===== src/rtl/rom_load_sequencer.sv =====
// rtl/rom_load_sequencer.sv - HPS ROM download sequencer and core reset control
//
// Optional feature macro: ROM_LOAD_CHECKSUM_EN (live additive checksum and
// checksum mismatch folded into load_err; EXPECT_SUM exists only with it).
//
// Ports:
//   clk_sys       system clock
//   Reset_n       asynchronous active-low reset
//   dn_download   HPS download in progress
//   dn_wr         byte write strobe, one cycle per byte
//   dn_addr       17-bit download byte address
//   dn_data       download byte data
//   rom_wr        one-hot region strobe {PROM, MOB, CHAR, PROG}, registered
//   rom_addr      region-local byte address, registered
//   rom_data      registered write data
//   core_reset_n  active-low reset to the game core, high only in RUN
//   busy          high in LOAD, DRAIN or SETTLE
//   load_err      sticky result of the last completed load
//   byte_count    bytes accepted in the current or last load (saturating)
//   checksum      running additive sum of accepted bytes (0 without macro)
`timescale 1ns/1ps
module rom_load_sequencer #(
   parameter logic [16:0] PROG_BASE     = 17'h00000,
   parameter int          PROG_SIZE     = 8192,
   parameter logic [16:0] CHAR_BASE     = 17'h02000,
   parameter int          CHAR_SIZE     = 2048,
   parameter logic [16:0] MOB_BASE      = 17'h02800,
   parameter int          MOB_SIZE      = 2048,
   parameter logic [16:0] PROM_BASE     = 17'h03000,
   parameter int          PROM_SIZE     = 256,
   parameter int          SETTLE_CYCLES = 1024
`ifdef ROM_LOAD_CHECKSUM_EN
   ,
   parameter logic [7:0]  EXPECT_SUM    = 8'h00
`endif
) (
   input  logic        clk_sys,
   input  logic        Reset_n,
   input  logic        dn_download,
   input  logic        dn_wr,
   input  logic [16:0] dn_addr,
   input  logic [7:0]  dn_data,
   output logic [3:0]  rom_wr,
   output logic [12:0] rom_addr,
   output logic [7:0]  rom_data,
   output logic        core_reset_n,
   output logic        busy,
   output logic        load_err,
   output logic [16:0] byte_count,
   output logic [7:0]  checksum
);

   localparam logic [16:0] TOTAL_BYTES = 17'(PROG_SIZE + CHAR_SIZE + MOB_SIZE + PROM_SIZE);
   localparam int          CW          = (SETTLE_CYCLES > 1) ? $clog2(SETTLE_CYCLES) : 1;
   localparam logic [CW-1:0] SETTLE_LAST = CW'(SETTLE_CYCLES - 1);

   typedef enum logic [2:0] {
      S_WAIT,
      S_LOAD,
      S_DRAIN,
      S_SETTLE,
      S_RUN
   } state_t;

   state_t        state, state_n;
   logic [CW-1:0] settle_cnt;
   logic          range_err;
   logic          load_entry;
   logic          accept;
   logic          ck_err;

   logic [17:0]   off_prog, off_char, off_mob, off_prom;
   logic [3:0]    hit;
   logic [12:0]   local_addr;

   // Offsets are taken one bit wider than the address so an address below
   // a base wraps to a huge value and fails the single "< size" test.
   assign off_prog = {1'b0, dn_addr} - {1'b0, PROG_BASE};
   assign off_char = {1'b0, dn_addr} - {1'b0, CHAR_BASE};
   assign off_mob  = {1'b0, dn_addr} - {1'b0, MOB_BASE};
   assign off_prom = {1'b0, dn_addr} - {1'b0, PROM_BASE};

   always_comb begin
      hit        = 4'b0000;
      local_addr = 13'h0000;
      if (off_prog < 18'(PROG_SIZE)) begin
         hit[0]     = 1'b1;
         local_addr = off_prog[12:0];
      end else if (off_char < 18'(CHAR_SIZE)) begin
         hit[1]     = 1'b1;
         local_addr = off_char[12:0];
      end else if (off_mob < 18'(MOB_SIZE)) begin
         hit[2]     = 1'b1;
         local_addr = off_mob[12:0];
      end else if (off_prom < 18'(PROM_SIZE)) begin
         hit[3]     = 1'b1;
         local_addr = off_prom[12:0];
      end
   end

   // The write seen in the cycle dn_download falls is still taken because
   // the state is still LOAD during that cycle.
   assign accept = (state == S_LOAD) && dn_wr;

   always_comb begin
      state_n = state;
      case (state)
         S_WAIT:   if (dn_download) state_n = S_LOAD;
         S_LOAD:   if (!dn_download) state_n = S_DRAIN;
         S_DRAIN:  state_n = dn_download ? S_LOAD : S_SETTLE;
         S_SETTLE: begin
            if (dn_download)                   state_n = S_LOAD;
            else if (settle_cnt == SETTLE_LAST) state_n = S_RUN;
         end
         S_RUN:    if (dn_download) state_n = S_LOAD;
         default:  state_n = S_WAIT;
      endcase
   end

   assign load_entry   = (state_n == S_LOAD) && (state != S_LOAD);
   assign busy         = (state == S_LOAD) || (state == S_DRAIN) || (state == S_SETTLE);
   assign core_reset_n = (state == S_RUN);

   always_ff @(posedge clk_sys or negedge Reset_n) begin
      if (!Reset_n) begin
         state      <= S_WAIT;
         rom_wr     <= 4'b0000;
         rom_addr   <= 13'h0000;
         rom_data   <= 8'h00;
         load_err   <= 1'b0;
         range_err  <= 1'b0;
         byte_count <= 17'h00000;
         settle_cnt <= '0;
      end else begin
         state  <= state_n;
         rom_wr <= accept ? hit : 4'b0000;
         if (accept && (hit != 4'b0000)) begin
            rom_addr <= local_addr;
            rom_data <= dn_data;
         end

         if (load_entry) begin
            byte_count <= 17'h00000;
            range_err  <= 1'b0;
            load_err   <= 1'b0;
         end else begin
            if (accept) begin
               if (hit == 4'b0000)
                  range_err <= 1'b1;
               else if (byte_count != 17'h1FFFF)
                  byte_count <= byte_count + 17'd1;
            end
            if (state == S_DRAIN)
               load_err <= range_err || (byte_count != TOTAL_BYTES) || ck_err;
         end

         if (state == S_SETTLE)
            settle_cnt <= settle_cnt + CW'(1);
         else
            settle_cnt <= '0;
      end
   end

`ifdef ROM_LOAD_CHECKSUM_EN
   logic [7:0] sum_q;

   always_ff @(posedge clk_sys or negedge Reset_n) begin
      if (!Reset_n)
         sum_q <= 8'h00;
      else if (load_entry)
         sum_q <= 8'h00;
      else if (accept && (hit != 4'b0000))
         sum_q <= sum_q + dn_data;
   end

   assign checksum = sum_q;
   assign ck_err   = (sum_q != EXPECT_SUM);
`else
   assign checksum = 8'h00;
   assign ck_err   = 1'b0;
`endif

endmodule


===== config.mk =====
export PLATFORM = sky130hd
export DESIGN_NAME = rom_load_sequencer
export DESIGN_NICKNAME = d
export VERILOG_FILES = /design/src/rtl/rom_load_sequencer.sv
export SDC_FILE = /design/constraint.sdc
export NUM_CORES = 1
export LEC_CHECK = 0
export ABC_CLOCK_PERIOD_IN_PS = 2450
export BUFFER_PORTS_ARGS = -buffer_cell sky130_fd_sc_hd__buf_2
export CAP_MARGIN = 20
export CORE_MARGIN = 1
export CORE_UTILIZATION = 47
export DETAILED_ROUTE_END_ITERATION = 16
export PLACE_DENSITY = 0.76
export SLEW_MARGIN = 40
export SYNTH_ARGS = -nofsm -noshare
export SYNTH_HDL_FRONTEND = slang
export SYNTH_SLANG_ARGS = --single-unit

===== constraint.sdc =====
create_clock -name clk_sys -period 2.45 [get_ports clk_sys]
set_input_delay 0.49 -clock clk_sys [delete_from_list [all_inputs] [get_ports clk_sys]]
set_output_delay 0.49 -clock clk_sys [all_outputs]
set_load 0.005 [all_outputs]

==> out/results.ini <==
[outcome]
status = complete, no violations

[pwr]
p_per_area_nw_per_um2 = 633
ir_drop_v = 0.000407
leakage_uw = 0.00183
power_uw = 2370

[synth]
ys_seq_elements = 57
synth-async-reset-ratio = 1.00
synthTopCellsByCount = 57 x dfrtp_1, 32 x nand2_1, 20 x mux2_2
synth_largest_area_cell = dfrtp_1
syn-cell-area_um2 = 3020
synth_top_area_frac = 0.473
ys.flop_type = dfrtp_1
syn_area_per_cell_um2 = 10.6
synthCells = 286
ys_types = 45
synth_edf_count = 0
ys_seq_area_frac = 0.473
yosysMostFrequentCell = dfrtp_1
ys_warn_count = 0
synthTopCellsByArea = dfrtp_1 47%, mux2_2 7.5%, mux2i_1 6.0%

[grt]
track_usage = 0.216
grt_pass1_wl_um = 10700
gr-total-overflow = 0
antenna_found_initial = 0
first_global_vias = 2335
grt_max_degree = 35

[critical_path]
cp.arrival_ps = 2570
max_stage_delay_ps = 430
r2r_cells = 10
cp-start-kind = flip-flop
cp-end-kind = flip-flop
criticalPathCategory = flip-flop to flip-flop
worstPathCellList = and4_1 > and3_1 > nand3_1 > nor2_1 > ha_1 > nor3_2 > buf_4 > nand4_1 > a21oi_1 > mux2i_1
path_max_fanout = 6
critPathSlowestCell = dfrtp_1
crit_required_ps = 2720

[placement]
hpwl_um = 4680
dpl.cell_count = 438
portBuffers = 73
gp_congestion = 0.794

[routing]
route.detailed.drc = 0
wl_per_cell_um = 14.3
drtIter0Drc = 109
totalWireLength_um = 6500
vias = 2428
vias_per_cell = 5.36
drtAntennaViolNets = 0
dr.pass1.iters = 4

[floorplan]
coreArea_um2 = 6060
start_util = 0.498
die_y_um = 82.1
fp.dieW_um = 82.1
dieArea_um2 = 6750
ios = 82
rows = 28

[clocking]
clk_latency_ps = 340
cts.sinks = 57
cts_tree = done
cts-buffers-inserted = 9
hold_buffers = 0
clkTransAtPathRegs_ps = 60
htree_levels = 3
ctsRootBufferMaster = clkbuf_8
clockBufferDepth = 2

[cells_and_area]
final_net_count = 410
drive_above_1_share = 0.344
stdcell_count = 453
diodes = 0
syn_to_final_growth_pct = 24.3

[timing]
grt_setup_unrepaired = no
fin_crit_sh = 0.942
clock.fmax_mhz = 433
setup_tns_ps = 0
slew_violations = 0
fin_crit_ps = 2310
worst_pin_slew_ps = 617
fin_skew_ps = 4.28
setup_violations = 0
hold_viol_final = 0
relSlewSlack = 0.589

[run]
max-cap-violations = 0

[hold_path]
hp-class = input port to async pin

==> registers in the layout, summed over array words and instances (netlist names) <==
register and flops:
rom_addr 13, rom_wr 4, rom_data 8, byte_count 17
settle_cnt 10, load_err 1, range_err 1, state 3
==> per-layer routing <==
metal | part of all wire | vias to the layer above | global-route usage
li1 | - | 1169 | -
met1 | 0.43 | 1172 | 0.266
met2 | 0.50 | 74 | 0.348
met3 | 0.050 | 13 | 0.0484
met4 | 0.025 | 0 | 0.126
met5 | 0 | - | 0
==> cell families after synthesis <==
kind of cell    count (synthesis)  synth area share
mux                            38             0.134
compound gates                 30            0.0763
flops                          57             0.473
other cells                     1           0.00124
buf+inv                        29            0.0531
fa+ha+maj                       7            0.0290
xor+xnor                        9            0.0261
simple gates                  115             0.207
==> cell usage in the layout (no fill, tap or decap), types with 3 or more instances in the layout <==
cell      count
and2_1        4
buf_12        4
and3_1        4
dfrtp_1      57
buf_4        12
and4_1        5
nor4b_1       3
a21oi_1      17
nand2_1      32
nor2b_1       3
ha_1          7
conb_1        8
clkbuf_8     11
buf_2        73
nor2_1       18
nand4_1       9
mux2i_1      18
xor2_1        6
nand2b_1     14
nand3_1       9
inv_1        10
xnor2_1       3
mux2_2       20
==> stage by stage <==
stage               utilization  hold WS [ps]  setup WS [ps]  cell area, um^2
finish                    0.619           160            143             3750
global route              0.619           206           9.56             3750
global placement          0.586           484           71.9             3550
CTS                       0.618           175            161             3750
floorplan                     -           194           96.4             3040
detailed placement        0.586           490           18.3             3550
==> final timing paths <==
check / startpoint / end / slack (ps)
min in group clk_sys: dn_addr[16] / rom_wr[2] / 370
max: byte_count[4] / byte_count[15] / 140
min: Reset_n / rom_addr[9] / 160
max in group asynchronous: Reset_n / rom_data[2] / 1700
min reg2reg: rom_addr[0] / rom_addr[0] / 500
max reg2reg: byte_count[4] / byte_count[15] / 140
==> critical path, delay by kind of cell, from the launching register on <==
kind	cells	cell delay [ps]
simple gates	6	910
mux	1	210
fa+ha+maj	1	250
compound gates	1	250
flops	1	430
buf+inv	1	180
==> area by class of cell <==
class	instances	area (um^2)
Multi-Input combinational cell	207	1460
Clock buffer	12	155
Timing Repair Buffer	89	536
Fill cell	515	2310
Sequential cell	57	1430
Clock inverter	3	40.0
Inverter	10	37.5
Tap cell	75	93.8
==> report_power, final <==
group	switching, uW	total (uW)	internal [uW]
Sequential	59.8	1110	1050
Combinational	170	370	200
Clock	373	890	516
Total	603	2370	1770
==> timing repair <==
action                                  4_1_cts  5_1_grt
endpoints found under the setup margin        0        2
gates resized for setup                       0        1
buffers inserted                              0        0
(Power assumes the default switching activity.)
